## src/rtl/fxp_mac_array.sv

```systemverilog
// fxp_mac_array: LANES-wide signed fixed-point multiply-accumulate over
// in_last-delimited windows, with round-half-even and saturation to DATA_W.
// Optional macro FXP_MAC_RELU_EN clamps negative results to zero.
module fxp_mac_array #(
   parameter int DATA_W    = 14,
   parameter int FRAC_BITS = 7,
   parameter int LANES     = 2,
   parameter int ACC_GUARD = 8,
   parameter int CNT_W     = 8
) (
   input  logic                     clk,
   input  logic                     rst,
   input  logic                     in_valid,
   input  logic                     in_last,
   input  logic [LANES*DATA_W-1:0]  a,
   input  logic [LANES*DATA_W-1:0]  b,
   output logic                     out_valid,
   output logic [DATA_W-1:0]        out_result,
   output logic                     out_sat,
   output logic [CNT_W-1:0]         out_count
);

   localparam int PROD_W = 2 * DATA_W;
   localparam int ACC_W  = PROD_W + $clog2(LANES) + ACC_GUARD;
   localparam logic signed [ACC_W-1:0] RES_MAX = (ACC_W'(1) << (DATA_W - 1)) - ACC_W'(1);
   localparam logic signed [ACC_W-1:0] RES_MIN = ~RES_MAX;

   logic signed [DATA_W-1:0] lane_a [LANES];
   logic signed [DATA_W-1:0] lane_b [LANES];
   logic signed [PROD_W-1:0] s1_prod [LANES];
   logic                     s1_valid, s1_last;

   logic signed [ACC_W-1:0]  lane_sum, acc, acc_next, s2_acc;
   logic [CNT_W-1:0]         cnt, cnt_next, s2_cnt;
   logic                     first, s2_valid;

   logic signed [ACC_W-1:0]  q, q_rnd;
   logic                     rnd_r, rnd_s, res_sat;
   logic [DATA_W-1:0]        res;

   // unpack lane operands
   always_comb begin
      for (int unsigned i = 0; i < LANES; i++) begin
         lane_a[i] = a[i*DATA_W +: DATA_W];
         lane_b[i] = b[i*DATA_W +: DATA_W];
      end
   end

   // S1: register full-width lane products and beat flags
   always_ff @(posedge clk or negedge rst) begin
      if (!rst) begin
         s1_valid <= 1'b0;
         s1_last  <= 1'b0;
         for (int unsigned i = 0; i < LANES; i++) s1_prod[i] <= '0;
      end else begin
         s1_valid <= in_valid;
         s1_last  <= in_valid & in_last;
         if (in_valid) begin
            for (int unsigned i = 0; i < LANES; i++)
               s1_prod[i] <= PROD_W'(lane_a[i]) * PROD_W'(lane_b[i]);
         end
      end
   end

   // S2 combinational: lane sum, window accumulate, saturating beat count
   always_comb begin
      lane_sum = '0;
      for (int unsigned i = 0; i < LANES; i++)
         lane_sum = lane_sum + ACC_W'(s1_prod[i]);
      acc_next = (first ? '0 : acc) + lane_sum;
      if (first)      cnt_next = CNT_W'(1);
      else if (&cnt) cnt_next = cnt;
      else            cnt_next = cnt + CNT_W'(1);
   end

   // S2: accumulator state; hand off to S3 and restart window on last beat
   always_ff @(posedge clk or negedge rst) begin
      if (!rst) begin
         acc      <= '0;
         cnt      <= '0;
         first    <= 1'b1;
         s2_valid <= 1'b0;
         s2_acc   <= '0;
         s2_cnt   <= '0;
      end else begin
         s2_valid <= s1_valid & s1_last;
         if (s1_valid) begin
            if (s1_last) begin
               s2_acc <= acc_next;
               s2_cnt <= cnt_next;
               acc    <= '0;
               cnt    <= '0;
               first  <= 1'b1;
            end else begin
               acc    <= acc_next;
               cnt    <= cnt_next;
               first  <= 1'b0;
            end
         end
      end
   end

   // S3 combinational: round-half-even, saturate, optional ReLU clamp
   always_comb begin
      q       = s2_acc >>> FRAC_BITS;
      rnd_r   = s2_acc[FRAC_BITS-1];
      rnd_s   = |s2_acc[FRAC_BITS-2:0];
      q_rnd   = q + ACC_W'(rnd_r & (rnd_s | q[0]));
      res_sat = 1'b0;
      res     = q_rnd[DATA_W-1:0];
      if (q_rnd > RES_MAX) begin
         res     = {1'b0, {(DATA_W-1){1'b1}}};
         res_sat = 1'b1;
      end else if (q_rnd < RES_MIN) begin
         res     = {1'b1, {(DATA_W-1){1'b0}}};
         res_sat = 1'b1;
      end
`ifdef FXP_MAC_RELU_EN
      if (res[DATA_W-1]) res = '0;
`else
`endif
   end

   // S3: output registers, held between result pulses
   always_ff @(posedge clk or negedge rst) begin
      if (!rst) begin
         out_valid  <= 1'b0;
         out_result <= '0;
         out_sat    <= 1'b0;
         out_count  <= '0;
      end else begin
         out_valid <= s2_valid;
         if (s2_valid) begin
            out_result <= res;
            out_sat    <= res_sat;
            out_count  <= s2_cnt;
         end
      end
   end

endmodule

```

## config.mk

```make
export PLATFORM = sky130hd
export DESIGN_NAME = fxp_mac_array
export DESIGN_NICKNAME = d
export VERILOG_FILES = /design/src/rtl/fxp_mac_array.sv
export SDC_FILE = /design/constraint.sdc
export NUM_CORES = 2
export LEC_CHECK = 0
export CAP_MARGIN = 20
export CORE_UTILIZATION = 30
export DETAILED_ROUTE_END_ITERATION = 12
export SYNTH_ARGS = -nofsm -noshare
export SYNTH_HDL_FRONTEND = slang
export SYNTH_SLANG_ARGS = --single-unit
export TNS_END_PERCENT = 30
```

## constraint.sdc

```tcl
create_clock -name clk -period 11.4 [get_ports clk]
set_clock_uncertainty 0.05 [all_clocks]
set_input_delay 2.28 -clock clk [delete_from_list [all_inputs] [get_ports clk]]
set_output_delay 2.28 -clock clk [all_outputs]
set_load 0.005 [all_outputs]
```

==> results.ini <==
[synthesis]
ys_types=81
synthCells=2717
yosys.area.top_type=fa_1
synth_area_leaders=fa_1, dfrtp_1, ha_1
avgSynthCellArea_um2=9.37
yosys-top-cells-count=inv_1, fa_1, nand2_1
yosys_warnings=0
synth_edf_count=0
synth_seq_cells=174
synthArstFlopShare_pct=100
synthesis.nets=3369
synth-seq-area-share_pct=17.1
synth_top_area_share_pct=30.8
syn_area_mm2=0.0255
synthFlopType=dfrtp_1
synth.most_common_cell=inv_1

[timing]
tns_ps=0
fin_crit_ps=8990
period_share_pct=78.8
layout_setup_ws_ps=2410
timing.slew.headroom_pct=30.6
max_freq_mhz=111
rsz0062_at_grt=false
finalSetupViolations=0
slew_violations=0
hold_viol=0
worst_pin_slew_ps=1040

[min_path]
hold_path_class=reg -> reg
hp-start=s2_cnt[4]

[worst_setup_path]
crit_chain=clkdlybuf4s50_1 > clkinv_1 > nor2_1 > fa_1 > fa_1 > fa_1 > fa_1 > fa_1 > inv_1 > fa_1 > inv_1 > ha_1 > o21a_1 > o21a_1 > and3_1 > a221oi_1 > o21a_1 > nand2b_1 > a41oi_1 > xnor2_1 > mux2_2
cp_data_required_time_ps=11690
cp_common_cell=fa_1
end_kind=flip-flop
cp_num_buf_inv=4
worstSetupPathType=in -> reg
worstReg2RegStart=s1_prod[28]
worst_setup_path_start_kind=input port
critPathArrivalTime_ps=9270
critPathSlowestCell=clkdlybuf4s50_1
path_delay_family=adder cells
cp_max_fo=10
slowest_delay_ps=660
startpoint=b[13]

[floorplanning]
rows=106
die_h_um=293
initial_core_util_pct=30.4
coreArea_mm2=0.0838
die_area_mm2=0.0860
die_w_um=293
ios=84

[outcome]
status=finished clean

[global_route]
grt_pass1_vias=19100
grt_pass1_wl_um=98400
grt_overflow=0
grt_antenna_before_repair=1
grt_max_degree=86
grt_usage_pct=14.1

[clock_network]
clk_path_buf_depth=2
ctsResizeCount=0
cts_hold_buf=0
cts_tree=done
clk_pin_slew_worst_paths_ps=70
cts_setup_buffers=0
cts_sinks=174
cts_buffers=17
root_buffer=clkbuf_16
cts_max_level=4
clk_latency_ps=460

[finish]
fillers=8710
final_nets=3378
area_growth_pct=9.76
insertedDiodeCount=0
drive_gt1_share_pct=5.00

[routing]
dr.first_iter.drc_count=857
vias=18200
drt-total-wl_um=57500
dr.pass1.iters=5
via_per_inst=4.69
antenna_left=0
drc_errors=0
wl_per_cell_um=14.8

[place]
port_buffers=83
hpwlAfterDp_um=46100
dp_slack_ps=1970
place.gp.congestion=0.845

[flow_run]
drv_cap=0

[routing by layer]
| metal | GRT usage (%) | routed length, um | vias up |
|---|---|---|---|
| met5 | 0 | 12 | - |
| met4 | 3.53 | 1190 | 2 |
| met3 | 1.43 | 1610 | 54 |
| met2 | 24.9 | 29000 | 266 |
| met1 | 18.5 | 25600 | 9136 |
| li1 | - | - | 8702 |
[worst paths after layout]
check | to | depth (start not counted) | slack [ps]
max in group asynchronous | acc[22] | 3 | 7680
max | s1_prod[53] | 21 | 2410
min | s2_cnt[4] | 1 | 430
min in group asynchronous | out_result[2] | 1 | 1770
max reg2reg | acc[36] | 19 | 5690
min reg2reg | s2_cnt[4] | 1 | 430
[registers in the layout, indices dropped and copies added (netlist names)]
name and count:
s1_last 1, first 1, s1_valid 1, s2_cnt 8, s2_valid 1, s1_prod 56
out_valid 1, s2_acc 37, acc 37, out_count 8, out_sat 1, cnt 8
out_result 14
[kinds of logic after synthesis]
group | Yosys count | synth area share (%)
AO/OA/AOI/OAI | 425 | 11.0
XOR/XNOR | 142 | 4.89
adder cells (fa/ha/maj) | 592 | 40.7
buffers and inverters | 579 | 8.63
flip-flops | 174 | 17.1
multiplexers | 60 | 2.63
AND/OR/NAND/NOR | 745 | 15.0
[layout make-up]
| type | count | area, um2 | area share, % |
|---|---|---|---|
| multi-input combinational | 1964 | 18900 | 67.7 |
| sequential | 174 | 4360 | 15.6 |
| inverter | 478 | 1790 | 6.42 |
| tap | 1134 | 1420 | 5.08 |
| timing repair buffer | 91 | 887 | 3.17 |
| clock buffer | 17 | 425 | 1.52 |
| clock inverter | 15 | 153 | 0.546 |
[stage by stage]
step / area (um2) / utilization, % / hold WS [ps] / std cells
3_3_place_gp: 27400 / 32.6 / 407 / 3840
5_1_grt: 27900 / 33.3 / 447 / 3873
4_1_cts: 27900 / 33.3 / 431 / 3873
6_report: 27900 / 33.3 / 427 / 3873
2_1_floorplan: 25500 / - / 299 / 2717
3_5_place_dp: 27400 / 32.6 / 413 / 3841
[cells in the final DEF (no fill, tap or decap), types with 45 or more instances in the layout]
cell / n
inv_1: 475
fa_1: 392
ha_1: 200
o21ai_0: 102
dfrtp_1: 173
and2_1: 204
nor2b_1: 53
xor2_1: 45
a21oi_1: 98
nand2_1: 263
xnor2_1: 97
mux2_2: 56
clkdlybuf4s50_1: 81
nor2_1: 66
Power is left out: the tool's default activity adds up to more than one toggle a clock period on the data nets, which glitch-free logic cannot reach.
